## src/rtl/alu_serial_rx_decoder.sv

```systemverilog
// Receive side of the ALU serial link: deframes sin, assembles {B,A}, validates the command packet
// and hands one decoded request to the ALU core over valid/ready. Optional timeout: ALU_RX_TIMEOUT_EN.
module alu_serial_rx_decoder #(
  parameter int TIMEOUT_CYCLES = 2048
) (
  input  logic        clk,
  input  logic        rst_n,
  input  logic        sin,
  output logic        req_valid,
  input  logic        req_ready,
  output logic [31:0] req_a,
  output logic [31:0] req_b,
  output logic [2:0]  req_op,
  output logic [2:0]  req_err,
  output logic        frame_err,
  output logic        overrun
);

  localparam logic [1:0] S_IDLE = 2'd0;
  localparam logic [1:0] S_TYPE = 2'd1;
  localparam logic [1:0] S_DATA = 2'd2;
  localparam logic [1:0] S_STOP = 2'd3;

  // Serial CRC4, poly x^4+x+1, init 0, MSB first.
  function automatic logic [3:0] crc4(input logic [67:0] msg);
    logic [3:0] c;
    logic       fb;
    c = 4'd0;
    for (int i = 67; i >= 0; i--) begin
      fb = c[3] ^ msg[i];
      c  = {c[2:0], 1'b0} ^ {2'b00, fb, fb};
    end
    return c;
  endfunction

  logic [1:0]  state_q, state_d;
  logic [2:0]  bit_cnt_q, bit_cnt_d;
  logic        is_cmd_q, is_cmd_d;
  logic [7:0]  shift_q, shift_d;
  logic [63:0] ba_q, ba_d;
  logic [3:0]  byte_cnt_q, byte_cnt_d;
  logic        req_valid_q, req_valid_d;
  logic [31:0] req_a_q, req_a_d;
  logic [31:0] req_b_q, req_b_d;
  logic [2:0]  req_op_q, req_op_d;
  logic [2:0]  req_err_q, req_err_d;
  logic        frame_err_q, frame_err_d;
  logic        overrun_q, overrun_d;
  logic [2:0]  cmd_op;
  logic [3:0]  cmd_crc;
  logic [2:0]  cmd_err;

`ifdef ALU_RX_TIMEOUT_EN
  localparam int TO_W = $clog2(TIMEOUT_CYCLES + 1);
  logic [TO_W-1:0] to_cnt_q, to_cnt_d;
`endif

  assign cmd_op  = shift_q[6:4];
  assign cmd_crc = shift_q[3:0];

  // Exclusive error code, priority data > crc > op; legal ops are 000,001,100,101 (op[1]==0).
  always_comb begin
    cmd_err = 3'b000;
    if (byte_cnt_q != 4'd8)                       cmd_err = 3'b100;
    else if (cmd_crc != crc4({ba_q, 1'b1, cmd_op})) cmd_err = 3'b010;
    else if (cmd_op[1])                           cmd_err = 3'b001;
  end

  // NOTE: every *_d gets its hold value first so no path through this block can infer a latch.
  always_comb begin
    state_d     = state_q;
    bit_cnt_d   = bit_cnt_q;
    is_cmd_d    = is_cmd_q;
    shift_d     = shift_q;
    ba_d        = ba_q;
    byte_cnt_d  = byte_cnt_q;
    req_valid_d = req_valid_q;
    req_a_d     = req_a_q;
    req_b_d     = req_b_q;
    req_op_d    = req_op_q;
    req_err_d   = req_err_q;
    frame_err_d = 1'b0;
    overrun_d   = 1'b0;
`ifdef ALU_RX_TIMEOUT_EN
    to_cnt_d    = '0;
`endif

    if (req_valid_q && req_ready) begin
      req_valid_d = 1'b0;
      req_a_d     = '0;
      req_b_d     = '0;
      req_op_d    = '0;
      req_err_d   = '0;
    end

    case (state_q)
      S_IDLE: begin
        if (!sin) begin
          state_d = S_TYPE;
        end
`ifdef ALU_RX_TIMEOUT_EN
        else if (byte_cnt_q != 4'd0 && byte_cnt_q <= 4'd8) begin
          if (to_cnt_q == TO_W'(TIMEOUT_CYCLES - 1)) byte_cnt_d = 4'd0;
          else                                       to_cnt_d   = to_cnt_q + 1'b1;
        end
`endif
      end
      S_TYPE: begin
        is_cmd_d  = sin;
        bit_cnt_d = 3'd7;
        state_d   = S_DATA;
      end
      S_DATA: begin
        shift_d   = {shift_q[6:0], sin};
        bit_cnt_d = bit_cnt_q - 3'd1;
        if (bit_cnt_q == 3'd0) state_d = S_STOP;
      end
      default: begin
        state_d = S_IDLE;
        if (!sin) begin
          frame_err_d = 1'b1;
        end else if (!is_cmd_q) begin
          ba_d = {ba_q[55:0], shift_q};
          if (byte_cnt_q != 4'd9) byte_cnt_d = byte_cnt_q + 4'd1;
        end else begin
          byte_cnt_d = 4'd0;
          // A held request not taken this cycle wins; the new one is dropped.
          if (req_valid_q && !req_ready) begin
            overrun_d = 1'b1;
          end else begin
            req_valid_d = 1'b1;
            req_b_d     = ba_q[63:32];
            req_a_d     = ba_q[31:0];
            req_op_d    = cmd_op;
            req_err_d   = cmd_err;
          end
        end
      end
    endcase
  end

  // NOTE: sequential state uses non-blocking assignments only, so every flop sees pre-edge values.
  always_ff @(posedge clk or negedge rst_n) begin
    if (!rst_n) begin
      state_q     <= S_IDLE;
      bit_cnt_q   <= '0;
      is_cmd_q    <= 1'b0;
      shift_q     <= '0;
      ba_q        <= '0;
      byte_cnt_q  <= '0;
      req_valid_q <= 1'b0;
      req_a_q     <= '0;
      req_b_q     <= '0;
      req_op_q    <= '0;
      req_err_q   <= '0;
      frame_err_q <= 1'b0;
      overrun_q   <= 1'b0;
`ifdef ALU_RX_TIMEOUT_EN
      to_cnt_q    <= '0;
`endif
    end else begin
      state_q     <= state_d;
      bit_cnt_q   <= bit_cnt_d;
      is_cmd_q    <= is_cmd_d;
      shift_q     <= shift_d;
      ba_q        <= ba_d;
      byte_cnt_q  <= byte_cnt_d;
      req_valid_q <= req_valid_d;
      req_a_q     <= req_a_d;
      req_b_q     <= req_b_d;
      req_op_q    <= req_op_d;
      req_err_q   <= req_err_d;
      frame_err_q <= frame_err_d;
      overrun_q   <= overrun_d;
`ifdef ALU_RX_TIMEOUT_EN
      to_cnt_q    <= to_cnt_d;
`endif
    end
  end

  assign req_valid = req_valid_q;
  assign req_a     = req_a_q;
  assign req_b     = req_b_q;
  assign req_op    = req_op_q;
  assign req_err   = req_err_q;
  assign frame_err = frame_err_q;
  assign overrun   = overrun_q;

endmodule

```

## config.mk

```make
export PLATFORM = sky130hd
export DESIGN_NAME = alu_serial_rx_decoder
export DESIGN_NICKNAME = d
export VERILOG_FILES = /design/src/rtl/alu_serial_rx_decoder.sv
export SDC_FILE = /design/constraint.sdc
export NUM_CORES = 1
export LEC_CHECK = 0
export CELL_PAD_IN_SITES_DETAIL_PLACEMENT = 1
export CELL_PAD_IN_SITES_GLOBAL_PLACEMENT = 1
export CORE_ASPECT_RATIO = 0.8
export CORE_MARGIN = 8
export CORE_UTILIZATION = 41
export DETAILED_ROUTE_END_ITERATION = 10
export PLACE_DENSITY_LB_ADDON = 0.25
export RECOVER_POWER = 50
export SLEW_MARGIN = 20
export SYNTH_ARGS = -nofsm -noshare
export SYNTH_HDL_FRONTEND = slang
export SYNTH_SLANG_ARGS = --single-unit
```

## constraint.sdc

```tcl
create_clock -name clk -period 3.6 [get_ports clk]
set_input_delay 0.54 -clock clk [delete_from_list [all_inputs] [get_ports clk]]
set_output_delay 0.54 -clock clk [all_outputs]
set_load 0.005 [all_outputs]
```

After elaboration in Yosys (flattened, before gate mapping)
Cells that the tools add are included.
- output and inout port bits: 73
- flip-flop bits (word level): 155
- bits of input ports: 4
- reduce and logical (&&, ||, !) cells: 11
- eq/ne operators: 7
- bitwise logic cells: 135
- $add $sub $neg: 2
- multiplexer cells: 40
- operator list (cell ; number):
    32-bit 2-to-1 mux ; 10
    4-bit by 2-bit XOR with 4-bit output ; 66
    1-bit XOR ; 64
    3-bit 2-to-1 mux ; 12
    1-bit 2-to-1 mux ; 12
    4-bit 2-to-1 mux ; 2
    4-bit != test, second input constant ; 2
    2-bit case mux with 3 select lines ; 1
    3-bit case mux with 2 select lines ; 1
    3-bit AND reduction ; 2
    4-bit by 1-bit adder with 4-bit output, second input constant ; 1
    2-bit 2-to-1 mux ; 2
    2-bit != test, second input constant ; 2
    4-bit != test ; 1
    2-bit nonzero test ; 2
    3-bit zero test ; 1
    1-bit NOT ; 3
    3-bit OR reduction ; 1
    3-bit by 1-bit subtractor with 3-bit output, second input constant ; 1
    3-bit by 2-bit XOR with 3-bit output ; 1
    2-bit by 1-bit equality test with 1-bit output, second input constant ; 1
    2-bit equality test, second input constant ; 1
    1-bit logical AND ; 2
    2-bit zero test ; 1
    other kinds (3) ; 3

Depth between registers and ports, before layout
- depth in word-level cells: 139
- depth in mapped cells: 10
- gate-level depth less buffers: 9

Least setup slack after synthesis
Ideal clock, no wire load.
- path type: register -> register
- start point: register ba_q[52]
- end point: register req_err_q[0], in the netlist req_err[0]
- library setup time: 0.066 ns
- slack: 0.056 ns
- cell stages (with the launch flop): 11
- period minus slack after synthesis: 3.544 ns
- data arrival time: 3.479 ns
- cell sequence: dfrtp_1 -> buf_6 -> xnor2_1 -> xnor3_2 -> xor3_1 -> xnor3_2 -> xor3_2 -> xnor3_1 -> or3_1 -> a221oi_2 -> a31o_1
- word-level cells in the longest chain between the ends: 83
- elaborated cells between the ends (all ways): 118
- those cells by class: eq/ne (1); mux (6); bitwise (111)
- RTL lines (item ; RTL line ; source):
    start: declaration ; 40 ; logic [63:0] ba_q, ba_d;
    start signal: assignment ; 149 ; ba_q <= '0;
    start signal: assignment ; 166 ; ba_q <= ba_d;
    1-bit XOR * ; 30 ; fb = c[3] ^ msg[i];
    4-bit by 2-bit XOR with 4-bit output * (3 in a row) ; 31 ; c = {c[2:0], 1'b0} ^ {2'b00, fb, fb};
    1-bit XOR / 4-bit by 2-bit XOR with 4-bit output (equally long branches) ; 30, 31 ;
    4-bit by 2-bit XOR with 4-bit output * (3 in a row) ; 31 ;
    1-bit XOR / 4-bit by 2-bit XOR with 4-bit output (equally long branches) ; 30, 31 ;
    4-bit by 2-bit XOR with 4-bit output * (3 in a row) ; 31 ;
    1-bit XOR / 4-bit by 2-bit XOR with 4-bit output (equally long branches) ; 30, 31 ;
    4-bit by 2-bit XOR with 4-bit output * (3 in a row) ; 31 ;
    (+60 left out) ; n/a ;
    4-bit != test * ; 65 ; else if (cmd_crc != crc4({ba_q, 1'b1, cmd_op})) cmd_err = 3'b010;
    3-bit 2-to-1 mux * ; 65 ;
    3-bit 2-to-1 mux * ; 64 ; if (byte_cnt_q != 4'd8) cmd_err = 3'b100;
    3-bit 2-to-1 mux * ; 128 ; if (req_valid_q && !req_ready) begin
    3-bit 2-to-1 mux * ; 122 ; end else if (!is_cmd_q) begin
    3-bit 2-to-1 mux * ; 120 ; if (!sin) begin
    3-bit 2-to-1 mux * ; 96 ; case (state_q)
    via req_err_d[0] ; 46 ; logic [2:0] req_err_q, req_err_d;
    end signal: assignment ; 172 ; req_err_q <= req_err_d;
    end: declaration ; 46 ;
Mark *: on every way through the listed nets, which the timed path passes. The rest lies on a longest branch.
A chain may end at the register's enable or synchronous reset.

Worst setup path after layout
- start point: register ba_q[60]
- end point: register req_err_q[0], in the netlist req_err[0]
- word-level cells in the longest chain between the ends: 94
- elaborated cells between the ends (all ways): 134
- those cells by class: eq/ne (1); mux (6); bitwise (127)
- RTL lines (item ; RTL line):
    1-bit XOR * ; 30
    4-bit by 2-bit XOR with 4-bit output * (3 in a row) ; 31
    1-bit XOR / 4-bit by 2-bit XOR with 4-bit output (equally long branches) ; 30, 31
    4-bit by 2-bit XOR with 4-bit output * (3 in a row) ; 31
    1-bit XOR / 4-bit by 2-bit XOR with 4-bit output (equally long branches) ; 30, 31
    4-bit by 2-bit XOR with 4-bit output * (3 in a row) ; 31
    1-bit XOR / 4-bit by 2-bit XOR with 4-bit output (equally long branches) ; 30, 31
    4-bit by 2-bit XOR with 4-bit output * (3 in a row) ; 31
    (+71 left out) ; n/a
    4-bit != test * ; 65
    3-bit 2-to-1 mux * ; 65
    3-bit 2-to-1 mux * ; 64
    3-bit 2-to-1 mux * ; 128
    3-bit 2-to-1 mux * ; 122
    3-bit 2-to-1 mux * ; 120
    3-bit 2-to-1 mux * ; 96
    via req_err_d[0] ; 46
Marked as above.

==> impl_metrics.csv <==
group,metric,value,unit
timing,timing.fmax,269,MHz
timing,rsz0062_at_grt,"true",
drt,drt_iter0_markers,217,
pwr,leakagePower,4.83,nW
worst_setup_path,cp.depth,12,
logic_synthesis,synth_edf_count,0,
place,gp_congestion,0.770,
pwr,seq_power_share,20.8,%
layout,syn2layout_area_growth,28.3,%
drt,wl_met3,637,µm
global_route,grt_pass1_vias,5628,
pwr,peakVddDrop,0.00110,V
clock_network,cts_sinks,155,
timing,setup_ws,-0.117,ns
global_route,antenna_found_initial,0,
timing,fin_skew,0.00896,ns
timing,layout_min_cycle_time,3.72,ns
place,placed_cell_area,8580,µm²
logic_synthesis,async_reset_ff_share,100,%
floorplanning,die_y,136,µm
place,port_buffers,76,
clock_network,cts_buffer_depth,2,
timing,drv_slew,75,
global_route,grt_max_degree,75,
worst_setup_path,slowest_delay,0.48,ns
logic_synthesis,syn_inst,635,
clock_network,cts_root_buffer,"clkbuf_16",
logic_synthesis,ys.flop_type,"dfrtp_1",
layout,nets,753,
hold_path,min_delay_path_depth,2,
floorplanning,placementRows,44,
logic_synthesis,ys_types,34,
floorplanning,die_w,166,µm
drt,antenna_left,0,
worst_setup_path,critPathKind,"reg2reg",
global_route,grt_usage,17.6,%
timing,post-route-period-util,103,%
clock_network,hold_buffers,0,
outcome,outcome,"complete, but fails checks",
drt,firstDrtPassIters,4,
layout,final_cell_area,9510,µm²
logic_synthesis,yosysTopAreaCellShare,52.3,%
worst_setup_path,crit_buf_inv,3,
run,max_cap_violations,1,
pwr,fin_total_pwr,0.0124,W
floorplanning,start_util,41.3,%
global_route,overflow,0,
outcome,violations,"capacitance limit, slew limit, setup timing",
worst_setup_path,startpoint_type,"register",
logic_synthesis,synthTopCellsByArea,"dfrtp_1 52%, mux2_2 11%, nand2_1 7.3%",
layout,finish.utilization,53.0,%
worst_setup_path,path_max_fanout,3,
drt,avgRoutedWirePerCell,19.6,µm
worst_setup_path,crit_family,"XOR/XNOR gates",
clock_network,cts_made_buffers,17,
worst_setup_path,crit_path_top_delay_cell,"xnor3_4",
layout,final_cell_mix,"153 x dfrtp_1, 143 x nand2_1, 74 x nand3_1, 70 x mux2_2, 58 x clkdlybuf4s50_1",
logic_synthesis,yosysWarnings,0,
timing,worst_slew_pin_slew,1.88,ns
logic_synthesis,ys_seq_elements,155,
clock_network,clk_latency,0.43,ns
clock_network,h-tree-depth,4,
hold_path,hp-class,"reg2reg",
floorplanning,dieArea,22700,µm²
worst_setup_path,cp-end-kind,"register",
floorplanning,ioPinCount,77,
drt,routed.top_layer,"met4",
drt,vias,4982,
layout,final_common_cell,"dfrtp_1",
timing,finalSetupViolations,2,
logic_synthesis,synth.avg_cell_area,11.7,µm²
worst_setup_path,cp_cell_sequence,"buf_6, xnor2_2, xnor3_2, xor3_1, buf_4, xnor3_4, xnor2_4, buf_6, xnor3_1, or3_4, a221oi_4, a31o_1",
timing,finalHoldViolations,0,
worst_setup_path,cp_common_cell,"buf_6",
drt,wl_met2,9.74,mm
drt,wl,19.3,mm
logic_synthesis,yosysSeqAreaShare,52.3,%
pwr,swShare,34.5,%
logic_synthesis,yosysTopAreaCell,"dfrtp_1",
clock_network,cts_tree,"yes",
pwr,combPwrFrac,62.0,%
drt,viasPerCell,5.07,
layout,antenna_cells,0,
pwr,p_int,0.00811,W
global_route,grt_pass1_wl,31.1,mm
worst_setup_path,cp.arrival,4.08,ns
pwr,clockPowerShare,17.2,%
pwr,p_sw,0.00427,W
drt,wirelength_met1,8.75,mm
logic_synthesis,synth_area,7410,µm²
drt,drc,0,
pwr,power_density,1300,nW/µm²
worst_setup_path,cp.required,3.96,ns
logic_synthesis,synth_fp_nets,648,
floorplanning,coreArea,17900,µm²
timing,relSlewSlack,-25.3,%
clock_network,clk_pin_slew,0.06,ns
layout,drive_gt1_share,23.9,%
worst_setup_path,rr_worst_depth,12,
place,hpwl,12.7,mm
place,dp_slack,-0.0690,ns
==> routing by layer <==
metal,global-route usage (%),vias to the layer above
met5,0,-
met2,29.9,68
met1,22.0,2576
met4,5.39,0
met3,4.35,11
li1,-,2327
==> power groups by stage <==
stage	sequential, W	combinational, W	clock [W]
6_report	0.00258	0.00767	0.00214
5_1_grt	0.00264	0.00812	0.00224
4_1_cts	0.00258	0.00697	0.00218
3_5_place_dp	0.00260	0.00628	0
3_3_place_gp	0.00257	0.00604	0
2_1_floorplan	0.00245	0.00510	0
==> registers in the layout (all words and copies together), names as in the netlist <==
name,flops
ba_q,64
req_a,32
req_b,32
shift_q,8
byte_cnt_q,4
bit_cnt_q,3
req_err,3
req_op,3
state_q,2
frame_err,1
is_cmd_q,1
overrun,1
req_valid,1
==> final cells by class <==
type                            instances  area (µm²)
Sequential cell                       155        3880
Inverter                               12        45.0
Multi-Input combinational cell        436        3510
Timing Repair Buffer                  118        1080
Clock inverter                         14         267
Fill cell                            1837        8430
Tap cell                              230         288
Clock buffer                           18         439
==> repair_timing <==
action	in CTS	in global routing
pin swaps	16	21
hold endpoints to repair	0	0
endpoints found under the setup margin	2	2
resized for setup	11	13
setup buffers	9	5
==> tightest hold or removal path, delay by kind of cell (launching register included) <==
kind | cells | cell delay [ns]
compound gates | 1 | 0.07
flops | 1 | 0.34
simple gates | 1 | 0.05
==> cells in the mapped netlist (2+ instances only) <==
| master | count |
|---|---|
| dfrtp_1 | 155 |
| nand2_1 | 144 |
| nand3_1 | 74 |
| mux2_2 | 70 |
| xnor2_1 | 57 |
| clkbuf_1 | 21 |
| xnor3_1 | 15 |
| inv_1 | 12 |
| o21ai_0 | 12 |
| buf_1 | 10 |
| xor2_1 | 10 |
| ha_1 | 9 |
| xnor3_4 | 7 |
| nor2_1 | 5 |
| a21oi_1 | 4 |
| xnor3_2 | 4 |
| a31oi_1 | 2 |
| and3b_1 | 2 |
| nand2b_1 | 2 |
| nor2b_1 | 2 |
| nor3_1 | 2 |
| or3_1 | 2 |
| xnor2_2 | 2 |
| xor3_2 | 2 |
==> kinds of logic (layout without fill, tap and decap cells) <==
family / Yosys count / in the layout / synth area share [%]
flops: 155 / 155 / 52.3
fa+ha+maj: 9 / 9 / 1.52
compound gates: 23 / 23 / 1.87
xor+xnor: 98 / 98 / 17.7
buf+inv: 44 / 162 / 2.33
simple gates: 236 / 236 / 13.7
mux: 70 / 70 / 10.6
==> through the flow <==
step / std cells / TNS [ns] / hold slack, ns
global placement: 938 / 0 / 0.470
detailed placement: 938 / -0.0736 / 0.471
global route: 983 / -0.380 / 0.518
finish: 983 / -0.156 / 0.493
CTS: 979 / 0 / 0.164
floorplan: 635 / 0 / 0.244
==> worst paths after layout <==
kind | start | end | slack, ns
hold reg to reg | ba_q[2] | ba_q[2] | 0.49
setup reg to reg | ba_q[60] | req_err[0] | -0.12
setup / recovery | ba_q[60] | req_err[0] | -0.12
hold / removal | ba_q[2] | ba_q[2] | 0.49
max in group asynchronous | rst_n | ba_q[52] | 0.70
min in group asynchronous | rst_n | req_b[17] | 0.64
Note: power is estimated with default switching activity, not from simulation.
